[config.mk]
export PLATFORM = sky130hd
export DESIGN_NAME = uart_rx_fifo
export DESIGN_NICKNAME = d
export VERILOG_FILES = /design/src/rtl/uart_rx_fifo.sv
export SDC_FILE = /design/constraint.sdc
export NUM_CORES = 1
export LEC_CHECK = 0
export ABC_AREA = 1
export BUFFER_PORTS_ARGS = -buffer_cell sky130_fd_sc_hd__buf_2
export CAP_MARGIN = 20
export CELL_PAD_IN_SITES_DETAIL_PLACEMENT = 0
export CELL_PAD_IN_SITES_GLOBAL_PLACEMENT = 1
export CORE_MARGIN = 4
export CORE_UTILIZATION = 47
export CTS_CLUSTER_SIZE = 25
export DETAILED_ROUTE_END_ITERATION = 16
export PLACE_DENSITY = 0.85
export SLEW_MARGIN = 20
export SYNTH_ARGS = -nofsm -noshare
export SYNTH_HDL_FRONTEND = slang
export SYNTH_SLANG_ARGS = --single-unit
[constraint.sdc]
create_clock -name clk -period 2.82 [get_ports clk]
set_input_delay 0.141 -clock clk [delete_from_list [all_inputs] [get_ports clk]]
set_output_delay 0.141 -clock clk [all_outputs]
set_load 0.02 [all_outputs]
[src/rtl/uart_rx_fifo.sv]
// UART receiver (8N1, 16x-free mid-bit sampling) feeding a first-word-fall-through byte FIFO.
// Good bytes are pushed at the stop-bit sample; framing errors and full-FIFO drops pulse for one cycle.
module uart_rx_fifo #(
  parameter int CLOCK_FREQ = 50_000_000,
  parameter int BAUD_RATE  = 115_200,
  parameter int FIFO_DEPTH = 4
) (
  input  logic                         clk,
  input  logic                         rst,
  input  logic                         serial_in,
  output logic [7:0]                   data_out,
  output logic                         data_out_valid,
  input  logic                         data_out_ready,
  output logic                         frame_error,
  output logic                         overflow,
  output logic [$clog2(FIFO_DEPTH):0]  fifo_count
);

  localparam int SYMBOL_EDGE_TIME = CLOCK_FREQ / BAUD_RATE;
  localparam int SAMPLE_TIME      = SYMBOL_EDGE_TIME / 2;
  localparam int CNT_W            = $clog2(SYMBOL_EDGE_TIME);
  localparam int PTR_W            = $clog2(FIFO_DEPTH);

  localparam logic [CNT_W-1:0] CNT_LAST   = CNT_W'(SYMBOL_EDGE_TIME - 1);
  localparam logic [CNT_W-1:0] CNT_SAMPLE = CNT_W'(SAMPLE_TIME);
  localparam logic [PTR_W:0]   COUNT_FULL = (PTR_W + 1)'(FIFO_DEPTH);

  typedef enum logic [1:0] {IDLE, START, DATA, STOP} state_t;

  state_t           state, state_next;
  logic             sync_p0, sync_p1;
  logic [CNT_W-1:0] cnt, cnt_next;
  logic [2:0]       bit_idx, bit_idx_next;
  logic [7:0]       shift, shift_next;
  logic             stop_good, stop_bad;

  logic [7:0]       mem [FIFO_DEPTH];
  logic [PTR_W-1:0] wr_ptr, rd_ptr;
  logic             pop, push, full;

  // Stage p0/p1: two-flop synchronizer, idles high like the line
  always_ff @(posedge clk or negedge rst) begin
    if (!rst) begin
      sync_p0 <= 1'b1;
      sync_p1 <= 1'b1;
    end else begin
      sync_p0 <= serial_in;
      sync_p1 <= sync_p0;
    end
  end

  always_ff @(posedge clk or negedge rst) begin
    if (!rst) begin
      state   <= IDLE;
      cnt     <= '0;
      bit_idx <= '0;
    end else begin
      state   <= state_next;
      cnt     <= cnt_next;
      bit_idx <= bit_idx_next;
    end
  end

  // The shift register is never pushed before eight fresh samples, so it needs no reset
  always_ff @(posedge clk) begin
    shift <= shift_next;
  end

  always_comb begin
    state_next   = state;
    cnt_next     = cnt;
    bit_idx_next = bit_idx;
    shift_next   = shift;
    stop_good    = 1'b0;
    stop_bad     = 1'b0;
    case (state)
      IDLE: begin
        if (!sync_p1) begin
          state_next = START;
          cnt_next   = '0;
        end
      end
      START: begin
        cnt_next = cnt + CNT_W'(1);
        if (cnt == CNT_SAMPLE && sync_p1) begin
          state_next = IDLE;
          cnt_next   = '0;
        end else if (cnt == CNT_LAST) begin
          state_next   = DATA;
          cnt_next     = '0;
          bit_idx_next = '0;
        end
      end
      DATA: begin
        cnt_next = cnt + CNT_W'(1);
        if (cnt == CNT_SAMPLE) shift_next = {sync_p1, shift[7:1]};
        if (cnt == CNT_LAST) begin
          cnt_next = '0;
          if (bit_idx == 3'd7) state_next = STOP;
          else                 bit_idx_next = bit_idx + 3'd1;
        end
      end
      STOP: begin
        // Leave at the mid-bit sample so a back-to-back start edge is never missed
        cnt_next = cnt + CNT_W'(1);
        if (cnt == CNT_SAMPLE) begin
          state_next = IDLE;
          cnt_next   = '0;
          stop_good  = sync_p1;
          stop_bad   = !sync_p1;
        end
      end
      default: state_next = IDLE;
    endcase
  end

  assign data_out_valid = (fifo_count != '0);
  assign data_out       = mem[rd_ptr];
  assign pop            = data_out_valid && data_out_ready;
  assign full           = (fifo_count == COUNT_FULL);
  assign push           = stop_good && (!full || pop);

  // Stage p2: FIFO update and status pulses
  always_ff @(posedge clk or negedge rst) begin
    if (!rst) begin
      for (int i = 0; i < FIFO_DEPTH; i++) mem[i] <= '0;
      wr_ptr      <= '0;
      rd_ptr      <= '0;
      fifo_count  <= '0;
      frame_error <= 1'b0;
      overflow    <= 1'b0;
    end else begin
      if (push) begin
        mem[wr_ptr] <= shift;
        wr_ptr      <= wr_ptr + PTR_W'(1);
      end
      if (pop) rd_ptr <= rd_ptr + PTR_W'(1);
      case ({push, pop})
        2'b10:   fifo_count <= fifo_count + (PTR_W + 1)'(1);
        2'b01:   fifo_count <= fifo_count - (PTR_W + 1)'(1);
        default: fifo_count <= fifo_count;
      endcase
      frame_error <= stop_bad;
      overflow    <= stop_good && full && !pop;
    end
  end

endmodule

* After elaboration in Yosys (flattened, before gate mapping) *
Cells that the tools add are included.

word-level totals
  output and inout port bits = 14
  bits in registers = 65
  latch bits = 0
  memory bits (read-only) = 0
  word-level logic and storage cells = 88
  memories kept = 0
  bits in writable memories = 0
  input port bits = 4

cells by class
  divide/modulo/power cells = 0
  bitwise logic cells = 2
  eq/ne operators = 17
  magnitude comparators = 3
  add/subtract/negate cells = 6
  $mul = 0
  reductions and logical operators = 17
  shift operators = 0
  multiplexer cells = 28

operators with widths
  operator                                       count
  2-to-1 mux 9 bit                               4
  case mux 9 bit (4 select lines)                1
  bitwise mux 32 bit                             1
  2-to-1 mux 8 bit                               3
  binary-select mux 8 bit (select 2 bit)         1
  demux 8 bit (select 2 bit)                     1
  inequality test 2 bit, second input constant   7
  2-to-1 mux 2 bit                               6
  2-to-1 mux 3 bit                               4
  case mux 3 bit (2 select lines)                2
  AND reduction 5 bit                            2
  adder 9 x 1 -> 9 bit, second input constant    1
  == test 9 x 8 -> 1 bit, second input constant  1
  == test 9 bit, second input constant           1
  case mux 2 bit (4 select lines)                1
  adder 3 x 1 -> 3 bit, second input constant    2
  == test 2 bit, second input constant           3
  == test 3 bit, second input constant           2
  >= comparator 3 bit, second input constant     2
  logical AND 1 bit                              6
  inverter 2 -> 3 bit                            2
  adder 2 x 1 -> 2 bit, second input constant    2
  == test 2 x 1 -> 1 bit, second input constant  2
  2-to-1 mux 1 bit                               4
  other kinds (9)                                12

* Longest topological paths before layout *
Gate-level depths: netlist (run 1).

  word-level depth = 6
  mapped depth = 13
  depth with buffers taken out = 13

* Least setup slack after synthesis (run 1) *
Ideal clock, no wire load.

  kind = flip-flop to flip-flop
  start = register fifo_count[1]
  end = register fifo_count[2]
  setup time = 131 ps
  arrival = 2041 ps
  path buffers = 0
  cell stages (with the launch flop) = 10
  slack = 648 ps
  data required time = 2689 ps
  clock period less this slack = 2172 ps
  cells stage by stage = dfrtp_1 > nor2_1 > nand3_2 > nand2_1 > ha_1 > inv_1 > fa_1 > a21oi_1 > o21ai_0 > xor2_1

on the way
  longest elaborated chain between the ends = 6
  elaborated cells between the ends (all ways) = 12
  classes of those cells = add/sub (2); eq/ne (3); mux (1); reduce/logical (6)

RTL lines
  item                                                                          line      RTL
  from (decl)                                                                   16        output logic [$clog2(FIFO_DEPTH):0] fifo_count
  from (signal assigned)                                                        139       2'b10: fifo_count <= fifo_count + (PTR_W + 1)'(1);
  from (signal assigned)                                                        140       2'b01: fifo_count <= fifo_count - (PTR_W + 1)'(1);
  from (signal assigned)                                                        141       default: fifo_count <= fifo_count;
  == test 3 bit / nonzero test 3 bit (equally long branches)                    120, 117
  logical NOT 1 bit / logical AND 1 bit (equally long branches)                 121, 119
  logical OR 1 bit                                                              121       assign push = stop_good && (!full || pop);
  logical AND 1 bit                                                             121
  == test 2 x 1 -> 1 bit / == test 2 bit (equally long branches)                138       case ({push, pop})
  case mux 3 bit (2 select lines) / nonzero test 2 bit (equally long branches)  n/a

Several ways; a longest one is shown, not always the timed one.
A chain may end at the register's enable or synchronous reset.

* Worst setup path after layout (run 1) *
Same ends and word-level chain as after synthesis.

==> results of run 1 <==
-- cell type report --
type | count | share of cell area [%]
clock inverter | 3 | 1.94
clock buffer | 13 | 5.08
inverter | 37 | 3.92
multi-input combinational | 226 | 35.7
tap | 77 | 2.72
sequential | 65 | 47.1
timing repair buffer | 22 | 3.60
-- cells by family (layout without fill, tap and decap cells) --
kind of cell | after synthesis | count (layout)
AO/OA/AOI/OAI | 75 | 75
buffers and inverters | 44 | 75
XOR/XNOR | 10 | 10
flip-flops | 65 | 65
adder cells (fa/ha/maj) | 10 | 10
AND/OR/NAND/NOR | 131 | 131
-- final timing paths --
path | startpoint | end | slack (ns) | cells after the start
max | fifo_count[1]$_DFFE_PN0P_ | fifo_count[2]$_DFFE_PN0P_ | 0.50 | 9
min | data_out_ready | rd_ptr[1]$_DFFE_PN0P_ | 0.23 | 5
max reg2reg | fifo_count[1]$_DFFE_PN0P_ | fifo_count[2]$_DFFE_PN0P_ | 0.50 | 9
min reg2reg | sync_p0$_DFF_PN1_ | sync_p1$_DFF_PN1_ | 0.36 | 0
max in group asynchronous | rst | bit_idx[0]$_DFFE_PN0P_ | 1.86 | 3
min in group asynchronous | rst | rd_ptr[1]$_DFFE_PN0P_ | 0.49 | 3
-- flip-flops by register name, indices dropped and copies added (netlist names), named ones only --
| name | cells |
|---|---|
| mem | 32 |
| frame_error | 1 |
| state | 1 |
| wr_ptr | 2 |
| bit_idx | 3 |
| overflow | 1 |
| sync_p1 | 1 |
| sync_p0 | 1 |
| cnt | 9 |
| shift | 8 |
| rd_ptr | 2 |
| fifo_count | 3 |
-- per-layer routing --
| layer | up-vias | routed length [um] |
|---|---|---|
| li1 | 1150 | - |
| met1 | 1040 | 2730 |
| met2 | 56 | 2860 |
| met3 | 6 | 291 |
| met4 | 0 | 68 |
| met5 | - | 0 |
-- worst max-delay path: stages (launching register included) --
cell and delay, ns:
dfrtp_1 0.40, nor2_1 0.23, nand3_2 0.29, nand2_1 0.22
ha_1 0.16, inv_1 0.07, fa_1 0.40, a21oi_1 0.17
o21ai_0 0.11, xor2_1 0.15
-- through the flow --
step                      cell area [um^2]  setup WS, ns  power [mW]  instances  hold slack, ns
after floorplan                       3130         0.648        1.50        335          -0.155
after global placement                3280         0.630        1.71        425           0.248
after detailed placement              3280         0.539        1.72        425           0.249
after CTS                             3550         0.504        2.69        443           0.226
after global routing                  3550         0.297        2.80        443           0.250
final                                 3550         0.504        2.66        443           0.235
-- synth_stat cells (all sizes together) (2+ instances only) --
cell type / n
nand4: 2
o22ai: 8
clkbuf: 3
nand2: 82
a21oi: 3
dfstp: 2
nand3: 13
inv: 37
buf: 4
xor2: 9
ha: 9
o21ai: 61
edfxtp: 8
nor3: 4
dfrtp: 55
nor2: 30
-- power by group through the flow --
stage | Clock (mW) | Combinational (mW) | Sequential [mW]
2_1_floorplan | 0 | 0.435 | 1.06
3_5_place_dp | 0 | 0.667 | 1.05
5_1_grt | 1.02 | 0.734 | 1.04
4_1_cts | 0.981 | 0.676 | 1.03
6_report | 0.958 | 0.666 | 1.03
3_3_place_gp | 0 | 0.661 | 1.05
==> results_dict.tcl, run 1 <==
set metrics [dict create \
    worstHoldPathType "in -> reg" \
    leakagePower_nw 1.70 \
    syn_area_per_cell_um2 9.34 \
    worstMarginPinSlew_ns 0.724 \
    finalSetupViolCount 0 \
    final-seq-area_um2 1670 \
    slew_viol_final 0 \
    p_seq_share_pct 38.9 \
    postCtsHoldBufs 2 \
    clkPwrFrac_pct 36.0 \
    core_um2 6420 \
    synth_warnings 0 \
    syn_nets 349 \
    num_antenna_cells 0 \
    drv_cap 0 \
    synthCells 335 \
    overflow 0 \
    final_cell_mix "nand2_1, dfrtp_1, inv_1" \
    p_sw_share_pct 32.0 \
    root_buffer "clkbuf_8" \
    dp_hpwl_mm 3.92 \
    yosys.area.top_type "dfrtp_1" \
    synthSimpleGateAreaFrac_pct 19.9 \
    yosysSeqAreaShare_pct 53.3 \
    post-route-period-util_pct 82.1 \
    ys_async_sr_fraction_pct 87.7 \
    relSlewSlack_pct 51.7 \
    multi_input_area_um2 1270 \
    p_comb_share_pct 25.1 \
    grt_max_degree 58 \
    ant_nets 0 \
    clk-insertion-delay-late_ns 0.34 \
    fin_crit_ns 2.32 \
    crit_path_max_fanout 7 \
    p_sw_mw 0.850 \
    final_common_cell "nand2_1" \
    yosys.area_share.adder_pct 4.24 \
    grt_pass1_vias 2184 \
    grtUsageMet3_pct 4.47 \
    syn_area_um2 3130 \
    die_w_um 89.6 \
    grt_first_pass_wirelength_mm 10.4 \
    powerDensity_nw_per_um2 749 \
    detail_route.wl_per_cell_um 13.4 \
    busiest_layer "met2" \
    postCtsSetupRepairBufs 0 \
    cp-start-kind "flip-flop" \
    antenna_found_initial 0 \
    p_int_mw 1.81 \
    nets 375 \
    drc 0 \
    yosys.area.top_type_share_pct 44.0 \
    port_buffers 17 \
    routed_wl_mm 5.95 \
    start_util_pct 48.7 \
    crit_required_ns 3.03 \
    cts_tree "yes" \
    synth_compound_area_share_pct 13.5 \
    synthXorXnorAreaFrac_pct 2.80 \
    design.die.area_um2 8030 \
    ir_worst_vdd_mv 0.260 \
    drive_gt1_share_pct 15.8 \
    cts.sinks 65 \
    core.rowCount 29 \
    area_delta_synth_final_pct 13.3 \
    timing_hold_violations_final 0 \
    muxShareOfSynthArea_pct 0 \
    fillerInstances 581 \
    rsz0062_at_grt "false" \
    end_kind "flip-flop" \
    synth_cell_types 30 \
    finalSetupTns_ns 0 \
    cts_buffer_depth 2 \
    cp.arrival_ns 2.53 \
    cts_buffers 9 \
    ys.flop_type "dfrtp_1" \
    grtUsageTotal_pct 17.0 \
    die_h_um 89.6 \
    drtIter0Drc 123 \
    fin_util_pct 55.2 \
    dr.pass1.iters 4 \
    cts.repair.resized 0 \
    synth-seq-cells 65 \
    worst-setup-path-type "reg -> reg" \
    cts.htree.levels 3 \
    routabilityCongestion 0.798 \
    status "finished, final reports clean" \
    finClkSkew_ns 0.00847 \
    viasPerCell 5.08 \
    vias 2252 \
    synth_area_leaders "dfrtp_1, nand2_1, edfxtp_1, o21ai_1, inv_1" \
    clk_pin_slew_ns 0.07 \
    fmax_mhz 432 \
    num_io_pins 18 \
    met2_usage_pct 27.2 \
    synth-edff-count 8 \
    use_met1_pct 21.9 \
    synth_top_family_by_area "simple AND/OR/NAND/NOR gates" \
]
(Power assumes the default switching activity.)
==> inputs of run 2 (changes only) <==
==> constraint.sdc (replaced) <==
create_clock -name clk -period 2.3 [get_ports clk]
set_input_delay 0.115 -clock clk [delete_from_list [all_inputs] [get_ports clk]]
set_output_delay 0.115 -clock clk [all_outputs]
set_load 0.02 [all_outputs]
==> results_dict.tcl, run 2 (synthesized netlist as in run 1, its figures left out) <==
set metrics [dict create \
    reg_top3 "mem x32, cnt x9, shift x8" \
    nets 379 \
    final_common_cell "nand2_1" \
    drive_gt1_share_pct 17.0 \
    leakagePower_nw 1.68 \
    worstRegToRegCells 13 \
    ant_nets 0 \
    slew_viol_final 0 \
    crit_path_max_fanout 3 \
    final-seq-area_um2 1670 \
    multi_input_area_um2 1270 \
    die_h_um 89.6 \
    relSlewSlack_pct 56.9 \
    core_um2 6420 \
    end_kind "flip-flop" \
    grt_max_degree 32 \
    fmax_mhz 475 \
    worstMarginPinSlew_ns 0.647 \
    viasPerCell 5.05 \
    design.die.area_um2 8030 \
    cts_buffer_depth 2 \
    finalSetupViolCount 0 \
    worstHoldPathType "in -> reg" \
    cpMaxStageDelayCell "dfrtp_1" \
    use_met1_pct 23.0 \
    r2r-start "cnt[1]$_DFFE_PN0P_" \
    powerDensity_nw_per_um2 836 \
    num_io_pins 18 \
    routabilityCongestion 0.799 \
    drv_cap 0 \
    fin_crit_ns 2.10 \
    startpoint "cnt[1]$_DFFE_PN0P_" \
    fillerInstances 596 \
    grt_first_pass_wirelength_mm 10.3 \
    cts.sinks 65 \
    vias 2259 \
    drc 0 \
    cp_slowest_stage_delay_ns 0.37 \
    rsz0062_at_grt "false" \
    final_cell_mix "nand2_1, dfrtp_1, inv_1" \
    post-route-period-util_pct 91.5 \
    antenna_found_initial 0 \
    start_util_pct 48.7 \
    grt_pass1_vias 2198 \
    clk-insertion-delay-late_ns 0.34 \
    largest_register_ff_count 32 \
    cts_buffers 9 \
    core.rowCount 29 \
    met2_usage_pct 26.2 \
    die_w_um 89.6 \
    detail_route.wl_per_cell_um 13.2 \
    routed_wl_mm 5.92 \
    endpoint "fifo_count[2]$_DFFE_PN0P_" \
    reg2reg_slack_ns 0.20 \
    regMostFlops "mem" \
    dp_hpwl_mm 3.99 \
    timing.rr.end "fifo_count[2]$_DFFE_PN0P_" \
    grtUsageMet3_pct 3.38 \
    crit_required_ns 2.52 \
    cts_tree "yes" \
    num_antenna_cells 0 \
    port_buffers 17 \
    overflow 0 \
    timing_hold_violations_final 0 \
    fin_util_pct 54.7 \
    status "finished, final reports clean" \
    root_buffer "clkbuf_8" \
    drtIter0Drc 138 \
    grtUsageTotal_pct 17.0 \
    busiest_layer "met2" \
    path_cells "inv_1 -> ha_1 -> nand2_2 -> nor2_4 -> nand3_4 -> nor2_8 -> nand2_2 -> ha_1 -> inv_1 -> fa_1 -> a21oi_1 -> o21ai_0 -> xor2_1" \
    clk_pin_slew_ns 0.07 \
    finalSetupTns_ns 0 \
    ir_worst_vdd_mv 0.303 \
    finClkSkew_ns 0.00640 \
    cts.htree.levels 3 \
    cp.arrival_ns 2.33 \
    cp-start-kind "flip-flop" \
    worst-setup-path-type "reg -> reg" \
    dr.pass1.iters 4 \
    area_delta_synth_final_pct 12.3 \
    timing.hold.ws_ns 0.202 \
]
run 2: cell count changes in the layout (fill, tap and decap cells not counted):
cell        before  now
buf_12           0    1
buf_4            3    6
bufinv_16        2    0
clkbuf_16        1    0
clkbuf_8        11    9
clkinv_2         0    1
clkinv_4         1    2
clkinvlp_4       0    3
nand2_1         81   80
nand2_2          1    2
run 2: repair_timing:
action	4_1_cts	5_1_grt
endpoints found under the hold margin	27	0
hold buffers	2	0
setup buffers	0	2
endpoints found under the setup margin	0	2
resized for setup	0	1
run 2: worst min-delay path by stage:
| stage | startpoint | end | slack [ns] | cells past startpoint |
|---|---|---|---|---|
| 2_1_floorplan | rst | async pin | -0.18 | 0 |
| 3_3_place_gp | rst | fifo_count[1]$_DFFE_PN0P_ | 0.17 | 1 |
| 3_5_place_dp | rst | fifo_count[1]$_DFFE_PN0P_ | 0.17 | 1 |
| 4_1_cts | data_out_ready | rd_ptr[1]$_DFFE_PN0P_ | 0.20 | 5 |
| 5_1_grt | data_out_ready | rd_ptr[0]$_DFFE_PN0P_ | 0.25 | 4 |
| 6_report | data_out_ready | rd_ptr[1]$_DFFE_PN0P_ | 0.20 | 5 |
run 2: per-layer routing:
metal / routed length (um) / part of all wire, % / up-vias
met5: 0 / 0 / -
met1: 2910 / 49 / 1052
li1: - / - / 1156
met2: 2690 / 45 / 41
met3: 216 / 3.7 / 10
met4: 102 / 1.7 / 0
run 2: power by group:
| part | switching, mW | internal (mW) | leakage [nW] |
|---|---|---|---|
| registers | 0.0580 | 1.21 | 0.830 |
| logic | 0.542 | 0.275 | 0.774 |
| clock network | 0.462 | 0.392 | 0.0785 |
run 2: area by class of cell:
class / count / share of cell area, %
Sequential cell: 65 / 47.5
Multi-Input combinational cell: 226 / 36.1
Timing Repair Buffer: 26 / 4.84
Inverter: 37 / 3.95
Clock buffer: 10 / 3.63
Tap cell: 77 / 2.74
Clock inverter: 6 / 1.28
run 2: worst max-delay path: cells and delay by family (launching register included):
family,cells,cell delay (ns)
adder cells (fa/ha/maj),3,0.71
AND/OR/NAND/NOR,5,0.39
XOR/XNOR,1,0.15
buffers and inverters,2,0.12
AO/OA/AOI/OAI,2,0.24
flip-flops,1,0.37
run 2: stage by stage:
step | total power [mW] | instances | setup WS [ns] | area [um^2]
global route | 3.12 | 447 | 0.0238 | 3520
detailed placement | 2.12 | 427 | 0.134 | 3310
CTS | 2.98 | 445 | 0.116 | 3500
floorplan | 1.84 | 335 | 0.128 | 3130
global placement | 2.11 | 427 | 0.179 | 3310
finish | 2.94 | 447 | 0.196 | 3520
